## config.mk

```make
export PLATFORM = sky130hd
export DESIGN_NAME = aik2bin_acc
export DESIGN_NICKNAME = d
export VERILOG_FILES = /design/src/rtl/aik2bin_acc.sv
export SDC_FILE = /design/constraint.sdc
export NUM_CORES = 1
export LEC_CHECK = 0
export ABC_CLOCK_PERIOD_IN_PS = 3090
export CAP_MARGIN = 20
export CORE_MARGIN = 2
export CORE_UTILIZATION = 25
export CTS_CLUSTER_SIZE = 12
export DETAILED_ROUTE_END_ITERATION = 7
export SLEW_MARGIN = 0
export SYNTH_ARGS = -nofsm -noshare
export SYNTH_HDL_FRONTEND = slang
export SYNTH_SLANG_ARGS = --single-unit
```

## constraint.sdc

```tcl
create_clock -name clk -period 3.09 [get_ports clk]
set_input_delay 0.618 -clock clk [delete_from_list [all_inputs] [get_ports clk]]
set_output_delay 0.618 -clock clk [all_outputs]
set_load 0.01 [all_outputs]
```

## src/rtl/aik2bin_acc.sv

```systemverilog
// aik2bin_acc: serial Aiken (2421) decimal-string decoder and accumulator.
// Takes one 4-bit Aiken digit per handshake, most significant digit first.
// It decodes and validity-checks each digit and accumulates the binary value
// of the frame. One result per frame is handed downstream over valid/ready.
//
// Ports:
//   clk        system clock, rising edge
//   rst        synchronous, active-high reset
//   in_valid   in_digit/in_last are valid
//   in_ready   block can accept a digit this cycle (low while a result is held)
//   in_digit   Aiken-coded digit, MSD first
//   in_last    marks the final digit of the frame
//   out_valid  result available
//   out_ready  downstream accepts the result
//   out_bin    binary value of the frame (0 when out_err != 0)
//   out_ndig   digits accepted in the frame, saturates at 15
//   out_err    bit0: invalid Aiken code seen; bit1: length or overflow error
module aik2bin_acc #(
  parameter int NDIG  = 4,
  parameter int OUT_W = 14
) (
  input  logic             clk,
  input  logic             rst,
  input  logic             in_valid,
  output logic             in_ready,
  input  logic [3:0]       in_digit,
  input  logic             in_last,
  output logic             out_valid,
  input  logic             out_ready,
  output logic [OUT_W-1:0] out_bin,
  output logic [3:0]       out_ndig,
  output logic [1:0]       out_err
);

  typedef enum logic [1:0] {
    IDLE = 2'd0,
    ACC  = 2'd1,
    DONE = 2'd2
  } state_t;

  localparam int WW = OUT_W + 4;
  localparam logic [WW-1:0] TEN = WW'(10);

  // Aiken decode: returns {invalid, value}. Codes 0101..1010 are unused in
  // 2421 and decode as an invalid digit with value 0.
  function automatic logic [4:0] aiken_decode(input logic [3:0] code);
    logic [4:0] res;
    if (code <= 4'd4) begin
      res = {1'b0, code};
    end else if (code >= 4'd11) begin
      res = {1'b0, code - 4'd6};
    end else begin
      res = {1'b1, 4'd0};
    end
    return res;
  endfunction

  state_t          state;
  state_t          next_state;
  logic [OUT_W-1:0] acc;
  logic [3:0]      cnt;
  logic [1:0]      err;

  logic            accept;
  logic [4:0]      dec;
  logic [WW-1:0]   prod;
  logic            ovf;
  logic            len_err;
  logic [3:0]      new_cnt;
  logic [1:0]      new_err;

  assign in_ready = (state != DONE);
  assign accept   = in_valid & in_ready;

  // Decode the incoming digit and form the next accumulator, count and flags.
  always_comb begin
    dec     = aiken_decode(in_digit);
    prod    = ({4'b0000, acc} * TEN) + WW'(dec[3:0]);
    // anything above the low OUT_W bits means the value no longer fits
    ovf     = |prod[WW-1:OUT_W];
    len_err = (cnt == 4'(NDIG));
    if (cnt == 4'd15) begin
      new_cnt = 4'd15;
    end else begin
      new_cnt = cnt + 4'd1;
    end
    new_err = err | {(ovf | len_err), dec[4]};
  end

  // Next-state logic for the frame FSM.
  always_comb begin
    next_state = state;
    case (state)
      IDLE, ACC: begin
        if (accept) begin
          if (in_last) begin
            next_state = DONE;
          end else begin
            next_state = ACC;
          end
        end else begin
          next_state = state;
        end
      end
      DONE: begin
        if (out_ready) begin
          next_state = IDLE;
        end else begin
          next_state = DONE;
        end
      end
      default: next_state = IDLE;
    endcase
  end

  // State register.
  always_ff @(posedge clk) begin
    if (rst) begin
      state <= IDLE;
    end else begin
      state <= next_state;
    end
  end

  // Accumulator, flags and registered result outputs.
  always_ff @(posedge clk) begin
    if (rst) begin
      acc       <= '0;
      cnt       <= 4'd0;
      err       <= 2'b00;
      out_valid <= 1'b0;
      out_bin   <= '0;
      out_ndig  <= 4'd0;
      out_err   <= 2'b00;
    end else if (accept) begin
      acc <= prod[OUT_W-1:0];
      cnt <= new_cnt;
      err <= new_err;
      if (in_last) begin
        out_valid <= 1'b1;
        out_bin   <= (new_err != 2'b00) ? '0 : prod[OUT_W-1:0];
        out_ndig  <= new_cnt;
        out_err   <= new_err;
      end
    end else if ((state == DONE) && out_ready) begin
      // result transfers this cycle; stale out_bin/ndig/err may remain
      out_valid <= 1'b0;
      acc       <= '0;
      cnt       <= 4'd0;
      err       <= 2'b00;
    end
  end

endmodule

```

Yosys cells after proc, flatten, opt, wreduce, memory -nomap -nowiden
Cells that the tools add are included.
Widths: inputs -> output; s select.
{"block": "totals", "latchBits": 0, "ramBits": 0, "ff_bits": 43, "romBits": 0, "memories": 0, "out_inout_bits": 22}
{"block": "classes", "n_reduce_logical": 8, "n_shift": 0, "bitwise": 3, "div_mod_pow": 0, "n_addsub": 3, "n_mul": 1, "n_eq_ne": 7, "magnitude_cmp": 2, "mux": 17}
{"cell": "$mux 14", "n": 3}
{"cell": "$add 18x4->18", "n": 1}
{"cell": "$mul 14x3->17 const B", "n": 1}
{"cell": "$mux 4", "n": 3}
{"cell": "$mux 2", "n": 5}
{"cell": "$mux 5", "n": 2}
{"cell": "$ne 2x2->1 const B", "n": 3}
{"cell": "$add 4x1->4 const B", "n": 1}
{"cell": "$eq 4x3->1 const B", "n": 1}
{"cell": "$eq 4x4->1 const B", "n": 1}
{"cell": "$ge 4x4->1 const B", "n": 1}
{"cell": "$le 4x3->1 const B", "n": 1}
{"cell": "$pmux 2 s2", "n": 1}
{"cell": "$reduce_and 2->1", "n": 2}
{"cell": "$reduce_bool 2->1", "n": 2}
{"cell": "$reduce_or 4->1", "n": 1}
{"cell": "$sub 4x3->4 const B", "n": 1}
{"cell": "$mux 1", "n": 3}
{"cell": "$eq 2x1->1 const B", "n": 1}
{"cell": "$eq 2x2->1 const B", "n": 1}
{"cell": "$logic_not 2->1", "n": 1}
{"cell": "$or 2x2->2", "n": 1}
{"cell": "$reduce_or 2->1", "n": 1}
{"cell": "$and 1x1->1", "n": 1}
{"cell": "2 further kinds", "n": 2}

Depth between registers and ports, before layout
{"block": "depth", "word_depth": 9, "depth_mapped": 14, "mapped_depth_nobuf": 12}

Least setup slack after synthesis
OpenSTA, ideal clock, no wires.
{"block": "synth_timing", "path_type": "register to register", "start": "register acc[1]", "end": "register out_bin[0]", "setup_time_ps": 84, "slack_ps": -32, "t_required_ps": 3006, "arrival_time_ps": 3038, "synth_period_minus_slack_ps": 3122, "n_path_buf": 2, "stages_incl_launch_ff": 14, "path_cell_list": "dfxtp_1 ha_1 ha_1 inv_1 fa_1 or2b_1 a21oi_1 xor2_1 and4_1 clkbuf_1 nand3_2 mux2i_4 buf_12 o31ai_2"}
{"block": "synth_between", "elab_chain_len": 7}
{"item": "start: declaration", "line_no": "60", "source": "logic [OUT_W-1:0] acc;"}
{"item": "start signal: assignment", "line_no": "136", "source": "acc <= prod[OUT_W-1:0];"}
{"item": "$mul 14x3->17", "line_no": "78", "source": "prod = ({4'b0000, acc} * TEN) + WW'(dec[3:0]);"}
{"item": "$add 18x4->18", "line_no": "78"}
{"item": "$reduce_or 4->1", "line_no": "80", "source": "ovf = |prod[WW-1:OUT_W];"}
{"item": "$or 1x1->1", "line_no": "87", "source": "new_err = err | {(ovf | len_err), dec[4]};"}
{"item": "$or 2x2->2", "line_no": "87"}
{"item": "$reduce_bool 2->1", "line_no": "141", "source": "out_bin <= (new_err != 2'b00) ? '0 : prod[OUT_W-1:0];"}
{"item": "$mux 14", "line_no": "141"}
{"item": "end signal: assignment", "line_no": "141"}
{"item": "end: declaration", "line_no": "30", "source": "output logic [OUT_W-1:0] out_bin,"}
Every way passes these cells.
A chain may end at the register's enable or synchronous reset.

Worst setup path in the final report
{"block": "layout_timing", "start": "register acc[3]", "end": "register out_bin[12]"}
{"block": "layout_between", "elab_chain_len": 7}
{"item": "$mul 14x3->17 (*)", "line_no": "78"}
{"item": "$add 18x4->18 (*)", "line_no": "78"}
{"item": "$reduce_or 4->1", "line_no": "80"}
{"item": "$or 1x1->1", "line_no": "87"}
{"item": "$or 2x2->2", "line_no": "87"}
{"item": "$reduce_bool 2->1", "line_no": "141"}
{"item": "$mux 14 (*)", "line_no": "141"}
Mark *: on every way between the ends. The rest lies on a longest branch, timed or not.

==> impl_results.md <==
- Final std cells w/o fill: 561
- CTS max path bufs: 2
- Complex-gate fraction of the synthesized area: 24.2%
- Clock sinks: 43
- Area of the multi-input gates: 2250 sq um
- Leakage: 0.00167 uW
- M1 GR Usage: 15.4%
- Fmax: 0.334 GHz
- Detail Placement HPWL: 5890 um
- Vias in the first global route: 2718
- Tmin final: 2990 ps
- Top-level I/O count: 31
- Total wire length: 7880 um
- Seq. cell area: 873 sq um
- XOR/XNOR Fraction of Synth Area: 5.18%
- Port Buf Inserts: 30
- Initial Utilization: 25.8%
- Status: finished, violations left
- Simple-gate portion of the synthesized area: 22.4%
- Crit path from: acc[3]
- EDFF count, synth: 0
- ANT cells: 0
- Worst-path fanout max: 4
- Hold path cells: 2
- Syn avg cell area: 8.42 sq um
- Root Buffer: clkbuf_16
- Fin Clk Skew: 3.65 ps
- Violated checks: DRC
- TNS Setup: 0 ps
- Total GRT Usage: 12.2%
- Post-synth ARST share: 0%
- Largest net degree at the start of global routing: 20
- Worst reg2reg endpoint: out_bin[12]
- Slew Limit Fails: 0
- Placed cell areas: 3680 sq um
- Syn Nets: 394
- Hold Crit Start: out_ndig[2]
- FF-to-FF Start: acc[3]
- Area Growth Syn to Fin: 40.1%
- Tot Pwr: 1480 uW
- Critical Path RT: 3300 ps
- Synth cell types: 59
- Maximum vdd drop: 0.236 mV
- Worst slew pin tran: 494 ps
- Largest cells by area after synthesis: dfxtp_1 (29%), ha_1 (13%), nor2_1 (6.6%), nand2_1 (4.7%), o31ai_2 (4.2%)
- GRT overflow: 0
- Nets: 459
- Ys flop type: dfxtp_1
- GRT met2 Usage: 21.3%
- Drt drc: 1
- Antenna violations before repair: 0
- Clk_lat worst skew: 290 ps
- CP arrival: 3200 ps
- #FFs+latches synth: 43
- Synth Area in Adders: 14.0%
- Setup violators final: 0
- PwrDens: 355 nW/um^2
- DR WL/cell: 14.0 um
- Post-route antenna net violation count: 0
- CP endpoint kind: register
- Final hold vios: 0
- First-pass detailed-route iteration total: 6
- Share of the synthesized area in the top cell type: 29.0%
- Synth Cell Area: 2970 sq um
- Total CTS buffers: 5
- Final GP Congestion: 0.848
- Area leader, netlist: dfxtp_1
- Share of post-route cells with drive strength above 1: 26.8%
- Vias/cell: 4.97
- Most frequent cell after synthesis: nor2_1
- Cells after Synth: 353
- Rows: 39
- Main combinational cell family by area after synthesis: compound AO/OA/AOI/OAI gates
- Reg2Reg Setup Slack: 100 ps
- Tightest Hold Check Type: register to register
- Post-synthesis mux area share: 0.758%
- FILL cells: 1176
- TritonCTS clock tree: yes
- First-pass GRT wire length: 12800 um
- Max-slew headroom: 67.0%
- Die footprint: 12800 sq um
- Most Used Layer, Global Route: met2
- Max Cap Viol: 0
- Startpoint types: register
- R2R depth: 13
- Met3 Usage GRT: 2.36%
- Sequential area share after synthesis: 29.0%
- Top post-synthesis cells by count: nor2_1 (52), dfxtp_1 (43), nand2_1 (37)
- CTS Hold Bufs: 0
- Die Wd: 113 um
- CTS H-tree depth: 2
- Via count of the routed design: 2786
- DIE HEIGHT: 113 um
- Fin crit share: 96.9%
- Ys Warns: 0
- Core area: 11500 sq um
- Setup CP Type: register to register
- Fin area: 4160 sq um
- Worst-path clk slew: 60 ps
- Hold EP: out_ndig[2]
- # placed instances: 549
- Iter 0 DRT Violations: 86
## through the flow
stage	setup slack (ps)	hold WS [ps]	utilization, %
2_1_floorplan	39.7	424	-
3_3_place_gp	-448	440	31.9
3_5_place_dp	-486	448	31.9
4_1_cts	15.1	464	33.7
5_1_grt	-21.5	483	36.1
6_report	97.1	461	36.1
## registers in the layout (all words and copies together), names as in the netlist
name,flops
out_valid,1
out_err,2
state,2
out_ndig,4
acc,14
err,2
out_bin,14
cnt,4
## cells by family (layout without fill, tap and decap cells)
family / count (synthesis) / after routing
AOI/OAI and AO/OA: 92 / 92
xor gates and xnor gates: 16 / 16
and+or+nand+nor: 138 / 138
adders and majority gates: 32 / 32
buffers and inverters: 31 / 96
muxes: 1 / 1
DFF: 43 / 43
## critical path, cell delays in order (launching register included)
cell and delay [ps]:
dfxtp_4 370, ha_4 270, ha_4 130, inv_2 40, fa_2 350, or2b_4 280
a21oi_2 150, xor2_1 230, and4_1 280, buf_4 120, buf_4 110, nand3_1 70
xnor3_2 280, o31ai_4 230
## routing by layer
| metal | wire length, um | vias up |
|---|---|---|
| li1 | - | 1404 |
| met1 | 3590 | 1332 |
| met2 | 3930 | 40 |
| met3 | 252 | 10 |
| met4 | 116 | 0 |
| met5 | 0 | - |
## final cells by class
type / count / share of cell area [%]
tap: 143 / 4.30
inverter: 15 / 1.35
multi-input combinational: 279 / 54.0
clock buffer: 6 / 3.34
sequential: 43 / 21.0
timing repair buffer: 74 / 15.9
clock inverter: 1 / 0.120
## placed cells by master (no fill, tap or decap), types with 4 or more instances in the layout
master,netlist,final
nor2_1,52,51
buf_4,1,39
nand2_1,37,36
dfxtp_1,43,35
clkdlybuf4s50_1,0,26
ha_1,30,20
a21oi_1,22,17
inv_1,15,14
o21ai_0,12,10
o31ai_4,0,9
ha_4,0,9
xnor2_1,8,8
xor2_1,7,7
dfxtp_2,0,7
nand4_1,6,6
nand3_1,6,6
a21oi_2,0,5
nand3b_1,5,5
a31oi_1,5,5
clkbuf_16,0,5
nor3_1,5,4
buf_6,0,4
## worst max path at each step
stage / end / slack (ps) / cells past startpoint
after floorplan: out_bin[0] / 40 / 13
after global placement: out_bin[10] / -450 / 12
after detailed placement: out_bin[9] / -490 / 12
after CTS: out_bin[4] / 20 / 15
after global routing: out_bin[12] / -20 / 13
final: out_bin[12] / 100 / 13
## power breakdown
group	switching, uW	leakage [uW]	internal (uW)
logic	187	0.00124	162
clock network	212	0.0000727	316
registers	21.7	0.000353	578
## timing repair
item                                    4_1_cts  5_1_grt
buffers inserted                              2        2
endpoints found under the setup margin       21       21
resized for setup                            13       48
pin swaps                                     3       19
No activity file was read; power rests on OpenSTA's default activity.
